File: config.mk
export PLATFORM = sky130hd
export DESIGN_NAME = dmem_lsu
export DESIGN_NICKNAME = d
export VERILOG_FILES = /design/src/rtl/dmem_lsu_pkg.sv /design/src/rtl/dmem_lsu_align.sv /design/src/rtl/dmem_lsu.sv
export SDC_FILE = /design/constraint.sdc
export NUM_CORES = 1
export LEC_CHECK = 0
export BUFFER_PORTS_ARGS = -buffer_cell sky130_fd_sc_hd__buf_4
export CAP_MARGIN = 5
export CORE_MARGIN = 2
export CORE_UTILIZATION = 54
export CTS_BUF_LIST = sky130_fd_sc_hd__clkbuf_4
export CTS_CLUSTER_DIAMETER = 30
export DETAILED_ROUTE_END_ITERATION = 16
export HOLD_SLACK_MARGIN = 0.1
export PLACE_DENSITY = 0.83
export SYNTH_ARGS = -nofsm -noshare
export SYNTH_HDL_FRONTEND = slang
export SYNTH_SLANG_ARGS = --single-unit
export TNS_END_PERCENT = 1
File: constraint.sdc
create_clock -name clk -period 3.7 [get_ports clk]
set_clock_uncertainty 0.15 [all_clocks]
set_input_delay 0 -clock clk [delete_from_list [all_inputs] [get_ports clk]]
set_output_delay 0 -clock clk [all_outputs]
set_load 0.02 [all_outputs]
File: src/rtl/dmem_lsu_pkg.sv
// dmem_lsu_pkg: shared FSM state encoding, RISC-V funct3 access-size codes
// and request legality helpers for the dmem load/store unit.
package dmem_lsu_pkg;

    typedef enum logic [2:0] {
        ST_IDLE   = 3'd0,
        ST_LOAD   = 3'd1,
        ST_STORE  = 3'd2,
        ST_RMW_RD = 3'd3,
        ST_RMW_WR = 3'd4,
        ST_RESP   = 3'd5
    } lsu_state_t;

    localparam logic [2:0] LSU_SZ_B  = 3'b000;
    localparam logic [2:0] LSU_SZ_H  = 3'b001;
    localparam logic [2:0] LSU_SZ_W  = 3'b010;
    localparam logic [2:0] LSU_SZ_BU = 3'b100;
    localparam logic [2:0] LSU_SZ_HU = 3'b101;

    // Stores have no unsigned variants, so any size[2] store is illegal.
    function automatic logic lsu_size_illegal(input logic we, input logic [2:0] size);
        if (we)
            return size[2] || (size == 3'b011);
        else
            return (size == 3'b011) || (size == 3'b110) || (size == 3'b111);
    endfunction

    function automatic logic lsu_misaligned(input logic [2:0] size, input logic [1:0] lo);
        if ((size == LSU_SZ_H) || (size == LSU_SZ_HU))
            return lo[0];
        else if (size == LSU_SZ_W)
            return lo != 2'b00;
        else
            return 1'b0;
    endfunction

endpackage

File: src/rtl/dmem_lsu_align.sv
// dmem_lsu_align: purely combinational lane logic for the load/store unit.
// Extracts and sign/zero-extends the addressed byte or halfword of a loaded
// word, and merges store data into the addressed lane of an existing word.
// Halfword lanes are chosen by lane[1] alone; words ignore lane entirely.
module dmem_lsu_align
    import dmem_lsu_pkg::*;
(
    input  logic [2:0]  size,
    input  logic [1:0]  lane,
    input  logic [31:0] word,
    input  logic [31:0] wdata,
    output logic [31:0] load_data,
    output logic [31:0] merge_data
);

    logic [7:0]  byte_sel;
    logic [15:0] half_sel;

    // Pick the addressed byte and halfword out of the memory word.
    always_comb begin
        byte_sel = word[7:0];
        case (lane)
            2'd0:    byte_sel = word[7:0];
            2'd1:    byte_sel = word[15:8];
            2'd2:    byte_sel = word[23:16];
            default: byte_sel = word[31:24];
        endcase
        half_sel = lane[1] ? word[31:16] : word[15:0];
    end

    // Extend the selected lane according to the access size.
    always_comb begin
        load_data = '0;
        case (size)
            LSU_SZ_B:  load_data = {{24{byte_sel[7]}}, byte_sel};
            LSU_SZ_BU: load_data = {24'h000000, byte_sel};
            LSU_SZ_H:  load_data = {{16{half_sel[15]}}, half_sel};
            LSU_SZ_HU: load_data = {16'h0000, half_sel};
            LSU_SZ_W:  load_data = word;
            default:   load_data = '0;
        endcase
    end

    // Overlay the right-aligned store data onto the addressed lane.
    always_comb begin
        merge_data = word;
        case (size)
            LSU_SZ_B: begin
                case (lane)
                    2'd0:    merge_data[7:0]   = wdata[7:0];
                    2'd1:    merge_data[15:8]  = wdata[7:0];
                    2'd2:    merge_data[23:16] = wdata[7:0];
                    default: merge_data[31:24] = wdata[7:0];
                endcase
            end
            LSU_SZ_H: begin
                if (lane[1])
                    merge_data[31:16] = wdata[15:0];
                else
                    merge_data[15:0]  = wdata[15:0];
            end
            LSU_SZ_W: merge_data = wdata;
            default:  merge_data = word;
        endcase
    end

endmodule

File: src/rtl/dmem_lsu.sv
// dmem_lsu: load/store unit between the core and a word-only data memory.
// Loads take one dmem read cycle; word stores one write cycle; byte and
// halfword stores do a read-modify-write (read+merge, then write).
// Optional build macro DMEM_LSU_MISALIGN_CHK_EN: when defined, misaligned
// halfword/word accesses are rejected with rsp_err; when undefined the low
// address bits are ignored as appropriate and the access proceeds.
module dmem_lsu
    import dmem_lsu_pkg::*;
#(
    parameter int unsigned DMEM_ADDR_WIDTH = 10
) (
    input  logic                       clk,
    input  logic                       reset,
    input  logic                       req_valid,
    output logic                       req_ready,
    input  logic                       req_we,
    input  logic [2:0]                 req_size,
    input  logic [31:0]                req_addr,
    input  logic [31:0]                req_wdata,
    output logic                       rsp_valid,
    output logic [31:0]                rsp_rdata,
    output logic                       rsp_err,
    output logic [DMEM_ADDR_WIDTH-1:0] dmem_addr,
    output logic [31:0]                dmem_din,
    output logic                       dmem_read,
    output logic                       dmem_write,
    input  logic [31:0]                dmem_dout
);

    lsu_state_t                 state_q, state_d;
    logic [DMEM_ADDR_WIDTH-1:0] addr_q;
    logic [1:0]                 lane_q;
    logic [2:0]                 size_q;
    logic [31:0]                wdata_q;
    logic [31:0]                din_q;
    logic [31:0]                rdata_q;
    logic                       err_q;

    logic                       accept;
    logic                       req_err;
    logic [31:0]                load_data;
    logic [31:0]                merge_data;
    logic                       unused_addr_hi;

    // Upper address bits are deliberately dropped so accesses wrap.
    assign unused_addr_hi = ^req_addr[31:DMEM_ADDR_WIDTH+2];

    assign accept = req_valid && (state_q == ST_IDLE);

`ifdef DMEM_LSU_MISALIGN_CHK_EN
    assign req_err = lsu_size_illegal(req_we, req_size) ||
                     lsu_misaligned(req_size, req_addr[1:0]);
`else
    assign req_err = lsu_size_illegal(req_we, req_size);
`endif

    dmem_lsu_align u_align (
        .size       (size_q),
        .lane       (lane_q),
        .word       (dmem_dout),
        .wdata      (wdata_q),
        .load_data  (load_data),
        .merge_data (merge_data)
    );

    // Next-state decode for the access sequencer.
    always_comb begin
        state_d = state_q;
        case (state_q)
            ST_IDLE: begin
                if (req_valid) begin
                    if (req_err)
                        state_d = ST_RESP;
                    else if (!req_we)
                        state_d = ST_LOAD;
                    else if (req_size == LSU_SZ_W)
                        state_d = ST_STORE;
                    else
                        state_d = ST_RMW_RD;
                end
            end
            ST_LOAD, ST_STORE, ST_RMW_WR: state_d = ST_RESP;
            ST_RMW_RD:                    state_d = ST_RMW_WR;
            ST_RESP:                      state_d = ST_IDLE;
            default:                      state_d = ST_IDLE;
        endcase
    end

    // State and datapath registers: capture on accept, update per state.
    always_ff @(posedge clk or posedge reset) begin
        if (reset) begin
            state_q <= ST_IDLE;
            addr_q  <= '0;
            lane_q  <= '0;
            size_q  <= '0;
            wdata_q <= '0;
            din_q   <= '0;
            rdata_q <= '0;
            err_q   <= 1'b0;
        end else begin
            state_q <= state_d;
            case (state_q)
                ST_IDLE: begin
                    if (accept) begin
                        addr_q  <= req_addr[DMEM_ADDR_WIDTH+1:2];
                        lane_q  <= req_addr[1:0];
                        size_q  <= req_size;
                        wdata_q <= req_wdata;
                        err_q   <= req_err;
                        rdata_q <= '0;
                        // Word stores write straight from the request data.
                        if (!req_err && req_we && (req_size == LSU_SZ_W))
                            din_q <= req_wdata;
                    end
                end
                ST_LOAD:   rdata_q <= load_data;
                ST_RMW_RD: din_q   <= merge_data;
                ST_RESP: begin
                    rdata_q <= '0;
                    err_q   <= 1'b0;
                end
                default: ;
            endcase
        end
    end

    assign req_ready  = (state_q == ST_IDLE);
    assign rsp_valid  = (state_q == ST_RESP);
    assign rsp_rdata  = rdata_q;
    assign rsp_err    = err_q;
    assign dmem_addr  = addr_q;
    assign dmem_din   = din_q;
    assign dmem_read  = (state_q == ST_LOAD)  || (state_q == ST_RMW_RD);
    assign dmem_write = (state_q == ST_STORE) || (state_q == ST_RMW_WR);

endmodule

==> impl_results.md, run 1 <==
* Outcome: finished clean
* Final min period at 2.922 ns
* Crit end category: flop
* Sink Count at 115
* Max Freq at 342.3 MHz
* Power Total at 7.380 mW
* CP required at 4.03 ns
* Post-synth EDFFs at 0
* Worst reg2reg setup slack at 0.78 ns
* Synthesized cell area at 6056 um^2
* Nets at 958
* Drt pass-1 iters at 9
* Crit share post-route at 78.97%
* CP arrival at 3.25 ns
* Placed Area at around 7400 um^2
* Ys Warns at 0
* Crit Path Category: reg -> reg
* Area Growth Syn to Fin at 48.51%
* Final TNS setup at 0 ns
* Synthesized Nets at 690
* Setup-failing EPs final at 0
* Seq cells post-synth at 115
* Ys flop type: dfrtp_1
* Die area at 12,080 um^2
* Synth Instances at 587
* Dpl ws at a little under 0.9 ns
* Final Cell Area at approximately 9000 um^2
* Synth async-reset ratio at 100.0%
* Average size of a mapped cell at 10.32 um^2
* Die Width at between 100 and 150 um
* Pwr/cell area at 820.6 nW/um^2
* Vias in the first global route at 6,589
* Unique masters post-synth at 48
* Global routing usage on met3 at 9.544%
* IO Port Bufs at 161
* Worst Reg-to-Reg Cells at 4
* Max_cap viols at 0
* Htree depth at 4
* Post_cts resized at 0
* CTS Buf Count at 17
* Hold depth at 3
* Bufs on Longest Clock Path at 2
* Post-DRT Antenna Nets at 0
* Cell count after placement at 851
* WL per Instance at 23.06 um
* # Post-CTS Setup Buffers at 0
* Starting DRT DRC Count at slightly above 700
* Hold Path Sink: wdata_q[30]
* Antenna violations before repair at 1
* Reg2reg start: size_q[0]
* Drc violations at 0
* CTS Hold Bufs at around 130
* First-pass GRT wire length at 35.67 mm
* Unrepaired setup endpoints after global routing: false
* Die Ht at around 110 um
* Routing usage on met1 at between 50% and 60%
* Tot GR Track Use at 39.68%
* Grt ovf at 0
* Share of cells above drive strength 1 at 30.99%
* Hold Vio Cnt, Final at 0
* Worst Tran Pin Value at 1.240 ns
* Most Crowded Layer GR: met2
* Gp weighted congestion at 0.8953
* Non-Filler Instances at 1,009
* Detailed Route WL at ~23 mm
* Crit path launch: size_q[0]
* Met2 Usage GRT at 63.50%
* Hpwl dp at 13.75 mm
* Site Rows at 38
* Final Util at roughly 83%
* DR vias at 6,559
* Total core area at between 10,000 and 15,000 um^2
* Largest net degree at the start of global routing at 57
* Drt via density at 6.500
* Reg2reg end: rsp_rdata[24]
* Max Slew Vio Count at 0
* Root buffer cell: clkbuf_4
* Io pins at 182
* IR drop worst, VDD at 0.5054 mV
* Crit path launch type: flop
* Clk pin slew, worst setup/hold paths at between 0.1 and 0.15 ns
* Leakage at between 4 and 5 nW
* Slew Limit Headroom at 17.17%
* CTS tree: built
* Crit path max fanout at 23
* Sequential share of the synthesized area at 47.52%
* Final worst slack at 0.7782 ns
* HP Class: in -> reg
* Clock Latency Late Sink at roughly 0.55 ns
* Hold path start: req_wdata[30]
* Min Hold Slack at 0.1139 ns
* Initial core utilization at between 50 and 60%
cell families after synthesis:
group | after synthesis | synth area share, %
buffers and inverters | 57 | 3.843
AO/OA/AOI/OAI | 185 | 22.93
multiplexers | 61 | 11.40
flip-flops | 115 | 47.52
adder cells (fa/ha/maj) | 1 | 0.1653
XOR/XNOR | 1 | 0.1447
AND/OR/NAND/NOR | 167 | 13.99
sequential cells by signal, indices dropped and copies added (netlist names):
| name | cells |
|---|---|
| dmem_din | 32 |
| rsp_rdata | 32 |
| wdata_q | 32 |
| dmem_addr | 10 |
| size_q | 3 |
| state_q | 3 |
| lane_q | 2 |
| rsp_err | 1 |
cell type report:
class                           instances  area, um^2
Antenna cell                            1       2.502
Inverter                                3       13.76
Clock buffer                           20       150.1
Tap cell                              140       175.2
Timing Repair Buffer                  303        2587
Fill cell                             607        1894
Sequential cell                       115        2878
Clock inverter                         12       234.0
Multi-Input combinational cell        415        2953
how the worst max path moves through the flow:
stage	endpoint	slack, ns	cells past startpoint
CTS	rsp_rdata[19]	0.87	4
global route	rsp_rdata[16]	0.57	4
floorplan	dmem_addr[0]	0.51	1
detailed placement	rsp_rdata[16]	0.89	4
finish	rsp_rdata[24]	0.78	4
global placement	rsp_rdata[31]	1.01	4
per-layer routing:
layer,wire [um],vias to the layer above
met5,0,-
met4,994,0
met3,2591,109
met2,11130,506
met1,8552,3146
li1,-,2798
Yosys cell counts, drive strengths merged (10+ instances only):
library cell | number | share of area [%]
nor2 | 21 | 1.3
a32oi | 16 | 2.3
mux2 | 54 | 10
dfrtp | 115 | 48
nand3 | 17 | 1.4
clkbuf | 40 | 2.5
a211oi | 14 | 1.7
a221o | 19 | 3.1
nor3 | 12 | 0.99
nand2 | 68 | 4.2
a22oi | 10 | 1.2
a21oi | 21 | 1.7
a221oi | 18 | 2.6
o21ai | 30 | 2.5
a31oi | 14 | 1.4
a22o | 19 | 2.7
buf | 14 | 1.2
report_power, final:
part / internal (mW) / total, mW / switching, mW / leakage (nW)
clock: 0.755 / 1.27 / 0.514 / 0.200
sequential: 1.86 / 2.54 / 0.680 / 1.43
combinational: 1.59 / 3.57 / 1.98 / 2.53
total: 4.20 / 7.38 / 3.18 / 4.16
placed cells by master (no fill, tap or decap), types with 20 or more instances in the layout:
cell type	instances
nor2_1	20
mux2_2	54
nand2_1	68
clkbuf_4	20
dlygate4sd3_1	125
a21oi_1	21
dfrtp_1	115
o21ai_0	29
buf_4	178
critical path, stage by stage, from the launching register on:
cell and delay [ns]:
dfrtp_1 0.69, o21ai_0 0.33, nand3b_2 0.37, nor2b_1 1.00
a221o_1 0.30
Note: power is estimated with default switching activity, not from simulation.
==> inputs of run 2 (changes only) <==
--- a/config.mk
+++ b/config.mk
@@ -5,15 +5,16 @@
 export SDC_FILE = /design/constraint.sdc
 export NUM_CORES = 1
 export LEC_CHECK = 0
+export ABC_AREA = 1
 export BUFFER_PORTS_ARGS = -buffer_cell sky130_fd_sc_hd__buf_4
 export CAP_MARGIN = 5
 export CORE_MARGIN = 2
-export CORE_UTILIZATION = 54
+export CORE_UTILIZATION = 50
 export CTS_BUF_LIST = sky130_fd_sc_hd__clkbuf_4
 export CTS_CLUSTER_DIAMETER = 30
 export DETAILED_ROUTE_END_ITERATION = 16
 export HOLD_SLACK_MARGIN = 0.1
-export PLACE_DENSITY = 0.83
+export PLACE_DENSITY = 0.79
 export SYNTH_ARGS = -nofsm -noshare
 export SYNTH_HDL_FRONTEND = slang
 export SYNTH_SLANG_ARGS = --single-unit
==> constraint.sdc (replaced) <==
create_clock -name clk -period 2.6 [get_ports clk]
set_clock_uncertainty 0.15 [all_clocks]
set_input_delay 0 -clock clk [delete_from_list [all_inputs] [get_ports clk]]
set_output_delay 0 -clock clk [all_outputs]
set_load 0.02 [all_outputs]
==> impl_results.md, run 2 <==
* Outcome: finished clean (unchanged)
* Vias in the first global route at 8,378 (was 6,589)
* Hpwl dp at 16.35 mm (was 13.75 mm)
* Die Width at 122.4 um (was 109.9 um)
* Area Growth Syn to Fin at 50.87% (was 48.51%)
* Synth async-reset ratio at 100.0% (unchanged)
* Die Ht at 122.4 um (was 109.9 um)
* Unique masters post-synth at 29 (was 48)
* Drt via density at 5.485 (was 6.500)
* Pwr/cell area at 1074 nW/um^2 (was 820.6 nW/um^2)
* Htree depth at 4 (unchanged)
* Max Freq at 396.1 MHz (was 342.3 MHz)
* Main area contributors after synthesis: dfrtp_1 41%, nand2_1 26%, nor2_1 6.9%, nand3_1 6.5%, a21oi_1 3.9% (was dfrtp_1 48%, mux2_2 10%, nand2_1 4.2%, a221o_1 3.1%, a22o_1 2.7%)
* Sequential share of the synthesized area at 41.08% (was 47.52%)
* Final TNS setup at 0 ns (unchanged)
* Non-Filler Instances at 1,613 (was 1,009)
* Reg2reg end: lane_q[0] (was rsp_rdata[24])
* Reg2reg start: state_q[1] (was size_q[0])
* Commonest cells after routing, fill and taps aside: 475 x nand2_1, 187 x buf_4, 177 x dlygate4sd3_1 (was 178 x buf_4, 125 x dlygate4sd3_1, 115 x dfrtp_1)
* Largest area contributor in the netlist: dfrtp_1 (unchanged)
* Most common cell in the netlist: nand2_1 (was dfrtp_1)
* Die area at 14,970 um^2 (was 12,080 um^2)
* CP required at 2.96 ns (was 4.03 ns)
* First-pass GRT wire length at 42.85 mm (was 35.67 mm)
* Nets at 1,523 (was 958)
* Hold depth at 4 (was 3)
* DR vias at 8,848 (was 6,559)
* Clk pin slew, worst setup/hold paths at 0.11 ns (about the same)
* Detailed Route WL at 27.19 mm (was 23.27 mm)
* Crit Path Category: reg -> reg (unchanged)
* CTS Buf Count at 17 (unchanged)
* Initial core utilization at 50.86% (was 55.62%)
* Min Hold Slack at 0.1529 ns (was 0.1139 ns)
* Drc violations at 0 (unchanged)
* Synthesized Nets at 1,194 (was 690)
* Worst Reg-to-Reg Cells at 10 (was 4)
* Slowest-stage cell, CP: dlygate4sd3_1 (was nor2b_1)
* Largest net degree at the start of global routing at 58 (was 57)
* Hold path start: req_size[1] (was req_wdata[30])
* Bufs on Longest Clock Path at 2 (unchanged)
* Ys flop type: dfrtp_1 (unchanged)
* Total core area at 13,770 um^2 (was 10,890 um^2)
* Synth top cells by count: 476 x nand2_1, 129 x nor2_1, 115 x dfrtp_1 (was 115 x dfrtp_1, 68 x nand2_1, 54 x mux2_2)
* Drt pass-1 iters at 5 (was 9)
* Sink Count at 115 (unchanged)
* Post-synth top area share at 41.08% (was 47.52%)
* Setup-failing EPs final at 0 (unchanged)
* Critical-path cell list: nor2_2 > nand2_1 > inv_2 > nand2_4 > inv_4 > buf_8 > nand2_1 > dlygate4sd3_1 > o21ai_0 > dlygate4sd3_1 (was o21ai_0 > nand3b_2 > nor2b_1 > a221o_1)
* Crit path max fanout at 8 (was 23)
* Filler cells at 992 (was 607)
* Placed Area at 8412 um^2 (was 7356 um^2)
* Crit path to: lane_q[0] (was rsp_rdata[24])
* Dpl ws at 0.5533 ns (was 0.8867 ns)
* CP arrival at 2.89 ns (was 3.25 ns)
* Worst reg2reg setup slack at 0.08 ns (was 0.78 ns)
* Share of cells above drive strength 1 at 18.16% (was 30.99%)
* Ys Warns at 0 (unchanged)
* Synthesized cell area at 7005 um^2 (was 6056 um^2)
* Crit share post-route at 97.09% (was 78.97%)
* IR drop worst, VDD at 0.8307 mV (was 0.5054 mV)
* Final min period at 2.524 ns (was 2.922 ns)
* HP Class: in -> reg (unchanged)
* Crit path launch: state_q[1] (was size_q[0])
* Max Slew Vio Count at 0 (unchanged)
* Clock Latency Late Sink at 0.57 ns (was 0.55 ns)
* Crit path launch type: flop (unchanged)
* Final worst slack at 0.07557 ns (was 0.7782 ns)
* CTS tree: built (unchanged)
* Cell count after placement at 1,401 (was 851)
* Post-DRT Antenna Nets at 0 (unchanged)
* Register cell area after layout at 2879 um^2 (was 2878 um^2)
* Io pins at 182 (unchanged)
* IO Port Bufs at 161 (unchanged)
* Worst Tran Pin Value at 0.7279 ns (was 1.240 ns)
* Slowest Stage Delay on Critical Path at 0.57 ns (was 1.00 ns)
* Site Rows at 43 (was 38)
* Root buffer cell: clkbuf_4 (unchanged)
* Commonest non-fill, non-tap cell in the layout: nand2_1 (was buf_4)
* Gp weighted congestion at 1.027 (was 0.8953)
* Seq cells post-synth at 115 (unchanged)
* WL per Instance at 16.86 um (was 23.06 um)
* Slew Limit Headroom at 51.37% (was 17.17%)
* Antenna violations before repair at 1 (unchanged)
* Hold Vio Cnt, Final at 0 (unchanged)
* Area of the multi-input gates at 3617 um^2 (was 2953 um^2)
* Average size of a mapped cell at 6.421 um^2 (was 10.32 um^2)
* Final Cell Area at 10,570 um^2 (was 8994 um^2)
* Max_cap viols at 0 (unchanged)
* Synth Instances at 1,091 (was 587)
* Starting DRT DRC Count at 1,064 (was 713)
* Leakage at 5.473 nW (was 4.161 nW)
* Grt ovf at 0 (unchanged)
* Post-synth EDFFs at 0 (unchanged)
* Tot GR Track Use at 37.25% (was 39.68%)
* Crit end category: flop (unchanged)
==> run 2: cell types whose count changed after synthesis, moves of 33 or more <==
| cell | change |
|---|---|
| inv_1 | +53 |
| mux2_2 | -54 |
| a21oi_1 | +33 |
| nor2_1 | +108 |
| nand2_1 | +408 |
| nand3_1 | +74 |
==> run 2: kinds of logic (layout without fill, tap and decap cells) <==
group,Yosys count,count (layout),share of synthesized area [%]
buf+inv,122,463,7.465
other cells,0,1,0
compound gates,118,118,8.841
simple gates,736,736,42.61
flops,115,115,41.08
==> run 2: per-layer routing <==
metal	GRT usage (%)	routed length [um]
met1	48.42	10610
met3	7.110	2407
met2	58.75	12670
met4	20.33	1507
met5	0	0
==> run 2: final cells by class <==
cell class	instances	area share, %
clock inverter	13	1.799
inverter	63	2.309
antenna	1	0.02368
timing repair buffer	369	30.99
clock buffer	18	1.279
tap	180	2.131
sequential	115	27.24
multi-input combinational	854	34.23
==> run 2: worst max-delay path: cells and delay by family (launching register included) <==
kind	cells	cell delay, ns
buffers and inverters	5	1.43
flip-flops	1	0.44
AND/OR/NAND/NOR	4	0.37
AO/OA/AOI/OAI	1	0.08
==> run 2: what timing repair did <==
item / in CTS / in global routing
hold buffers: 178 / 0
resized for setup: 0 / 6
hold endpoints to repair: 230 / 0
endpoints found under the setup margin: 0 / 7
setup buffers: 0 / 2
==> run 2: where the power goes <==
group / internal [mW] / switching (mW) / total, mW
clock: 0.847 / 0.722 / 1.57
combinational: 2.59 / 4.05 / 6.64
sequential: 2.53 / 0.615 / 3.14
total: 5.96 / 5.39 / 11.4
==> run 2: how the worst min path moves through the flow <==
stage and to:
3_3_place_gp rsp_rdata[10], 4_1_cts size_q[1], 2_1_floorplan dmem_addr[0], 3_5_place_dp rsp_rdata[10], 6_report size_q[1], 5_1_grt wdata_q[28]
==> run 2: stage by stage <==
stage               util (%)  total power [mW]
floorplan                  -             6.906
global placement       61.07             8.782
detailed placement     61.07             8.874
CTS                    76.37             10.99
global route           76.74             12.13
finish                 76.74             11.35
==> inputs of run 3 (changes only) <==
--- a/config.mk
+++ b/config.mk
@@ -9,12 +9,11 @@
 export BUFFER_PORTS_ARGS = -buffer_cell sky130_fd_sc_hd__buf_4
 export CAP_MARGIN = 5
 export CORE_MARGIN = 2
-export CORE_UTILIZATION = 50
-export CTS_BUF_LIST = sky130_fd_sc_hd__clkbuf_4
+export CORE_UTILIZATION = 54
 export CTS_CLUSTER_DIAMETER = 30
 export DETAILED_ROUTE_END_ITERATION = 16
 export HOLD_SLACK_MARGIN = 0.1
-export PLACE_DENSITY = 0.79
+export PLACE_DENSITY = 0.81
 export SYNTH_ARGS = -nofsm -noshare
 export SYNTH_HDL_FRONTEND = slang
 export SYNTH_SLANG_ARGS = --single-unit
==> constraint.sdc (replaced) <==
create_clock -name clk -period 2.9 [get_ports clk]
set_clock_uncertainty 0.15 [all_clocks]
set_input_delay 0 -clock clk [delete_from_list [all_inputs] [get_ports clk]]
set_output_delay 0 -clock clk [all_outputs]
set_load 0.02 [all_outputs]
==> impl_results.md, run 3 (synthesized netlist as in run 2, its figures left out) <==
* Largest net degree at the start of global routing at 116 (was 58)
* Outcome: finished clean (unchanged)
* Vias in the first global route at 8,217 (was 8,378)
* Total core area at 12,620 um^2 (was 13,770 um^2)
* Die Ht at 117.9 um (was 122.4 um)
* Reg2reg start: lane_q[1] (was state_q[1])
* Non-Filler Instances at 1,517 (was 1,613)
* Pwr/cell area at 1086 nW/um^2 (was 1074 nW/um^2)
* IO Port Bufs at 161 (unchanged)
* Share of cells above drive strength 1 at 18.74% (was 18.16%)
* Post-DRT Antenna Nets at 0 (unchanged)
* Psw at 5.030 mW (was 5.391 mW)
* Die Width at 117.9 um (was 122.4 um)
* Die area at 13,900 um^2 (was 14,970 um^2)
* Cell count after placement at 1,388 (was 1,401)
* Final TNS setup at 0 ns (unchanged)
* Min Hold Slack at 0.1240 ns (was 0.1529 ns)
* CTS tree: built (unchanged)
* Worst Tran Pin Value at 0.7568 ns (was 0.7279 ns)
* Gp weighted congestion at 0.9684 (was 1.027)
* Crit path to: rsp_rdata[11] (was lane_q[0])
* Grt ovf at 0 (unchanged)
* Drt pass-1 iters at 8 (was 5)
* Detailed Route WL at 27.85 mm (was 27.19 mm)
* Hpwl dp at 16.32 mm (was 16.35 mm)
* Reg2reg end: rsp_rdata[11] (was lane_q[0])
* Worst Reg-to-Reg Cells at 8 (was 10)
* Part of the power in registers at 26.5% (was 27.7%)
* Max layer used: met4 (unchanged)
* Max Slew Vio Count at 0 (unchanged)
* Commonest non-fill, non-tap cell in the layout: nand2_1 (unchanged)
* First-pass GRT wire length at 43.46 mm (was 42.85 mm)
* Starting DRT DRC Count at 1,078 (was 1,064)
* CP arrival at 2.95 ns (was 2.89 ns)
* Power Total at 10.80 mW (was 11.35 mW)
* Unrepaired setup endpoints after global routing: false
* Worst reg2reg setup slack at 0.16 ns (was 0.08 ns)
* Ant diodes at 0 (was 1)
* Area Growth Syn to Fin at 41.94% (was 50.87%)
* Hold Vio Cnt, Final at 0 (unchanged)
* Clk pin slew, worst setup/hold paths at 0.05 ns (was 0.11 ns)
* Max_cap viols at 0 (unchanged)
* Sink Count at 115 (unchanged)
* Root buffer cell: clkbuf_16 (was clkbuf_4)
* Setup-failing EPs final at 0 (unchanged)
* Cell Int Power at 5.766 mW (was 5.961 mW)
* Crit share post-route at 94.41% (was 97.09%)
* Clock Latency Late Sink at 0.42 ns (was 0.57 ns)
* Crit path launch: lane_q[1] (was state_q[1])
* Crit Path Category: reg -> reg (unchanged)
* M1 WL at 10.51 mm (was 10.61 mm)
* Crit end category: flop (unchanged)
* CTS Buf Count at 17 (unchanged)
* Slew Limit Headroom at 49.21% (was 51.37%)
* Initial core utilization at 55.51% (was 50.86%)
* Leakage at 5.289 nW (was 5.473 nW)
* Antenna violations before repair at 0 (was 1)
* HP Class: in -> async (was in -> reg)
* Crit path launch type: flop (unchanged)
* Met2 WL at 13.54 mm (was 12.67 mm)
* DR vias at 8,625 (was 8,848)
* # Post-CTS Setup Buffers at 0 (unchanged)
* Io pins at 182 (unchanged)
* Dpl ws at 0.7140 ns (was 0.5533 ns)
* Tot GR Track Use at 39.85% (was 37.25%)
* Bufs on Longest Clock Path at 2 (unchanged)
* Max Freq at 365.3 MHz (was 396.1 MHz)
* Nets at 1,436 (was 1,523)
* CP required at 3.11 ns (was 2.96 ns)
* Met3 WL at 2.550 mm (was 2.407 mm)
* Htree depth at 4 (unchanged)
* IR drop worst, VDD at 0.8047 mV (was 0.8307 mV)
* Final worst slack at 0.1622 ns (was 0.07557 ns)
* Drt via density at 5.686 (was 5.485)
* Crit path max fanout at 24 (was 8)
* Clock Power Share at 20.3% (was 13.8%)
* Final min period at 2.738 ns (was 2.524 ns)
* Site Rows at 41 (was 43)
* Sw Ratio at 46.59% (was 47.49%)
* Logic pwr share at 53.2% (was 58.5%)
* Commonest cells after routing, fill and taps aside: 475 x nand2_1, 182 x buf_4, 128 x nor2_1 (was 475 x nand2_1, 187 x buf_4, 177 x dlygate4sd3_1)
* Drc violations at 0 (unchanged)
* WL per Instance at 18.36 um (was 16.86 um)
run 3: cell count changes in the layout (fill, tap and decap cells not counted), moves of 2 or more:
cell	previous run	this run
buf_4	187	182
clkbuf_4	18	0
clkbuf_16	1	17
clkbuf_1	0	2
dlygate4sd3_1	177	98
bufinv_16	5	3
clkinv_1	4	0
clkbuf_8	0	3
run 3: area by class of cell:
type,count,area (um^2)
repair buffers,282,2387
fillers,865,2676
clock inverters,9,128.9
inverters,63,241.5
flip-flops and latches,115,2879
clock buffers,22,474.2
well taps,172,215.2
multi-input cells,854,3617
run 3: per-stage QoR:
stage          cell area [um^2]  utilization, %
6_report                   9943           78.79
5_1_grt                    9943           78.79
4_1_cts                    9936           78.73
3_5_place_dp               8352           66.18
3_3_place_gp               8352           66.18
2_1_floorplan              7009               -
run 3: routing by layer:
metal | global-route usage [%] | up-vias
li1 | - | 3907
met1 | 48.90 | 4026
met2 | 67.11 | 584
met3 | 7.897 | 108
met4 | 19.43 | 0
met5 | 0 | -
run 3: power by group through the flow:
stage          clock, mW  sequential [mW]  combinational, mW
4_1_cts             2.18             2.79               5.51
3_5_place_dp           0             2.80               5.17
2_1_floorplan          0             3.13               3.06
5_1_grt             2.26             2.93               6.23
6_report            2.19             2.86               5.74
3_3_place_gp           0             2.79               5.08
run 3: repair_timing:
action	4_1_cts	5_1_grt
endpoints found under the setup margin	0	1
hold endpoints to repair	230	0
gates resized for setup	0	1
hold buffers	98	0
run 3: worst min path at each step:
stage	start	endpoint	slack, ns
floorplan	req_addr[2]	dmem_addr[0]	-0.04
global placement	req_addr[4]	dmem_addr[2]	0.04
detailed placement	req_addr[2]	dmem_addr[0]	0.05
CTS	req_addr[11]	dmem_addr[9]	0.18
global route	req_wdata[18]	wdata_q[18]	0.19
finish	reset	rsp_rdata[17]	0.12
run 3: critical path, cell delays in order, from the launching register on:
cell	delay, ns
dfrtp_2	0.51
clkinv_2	0.20
nand2_2	0.18
o21ai_0	0.39
nand3_4	0.36
nand3_1	0.18
dlygate4sd3_1	0.57
nand2_1	0.05
nand2_1	0.07
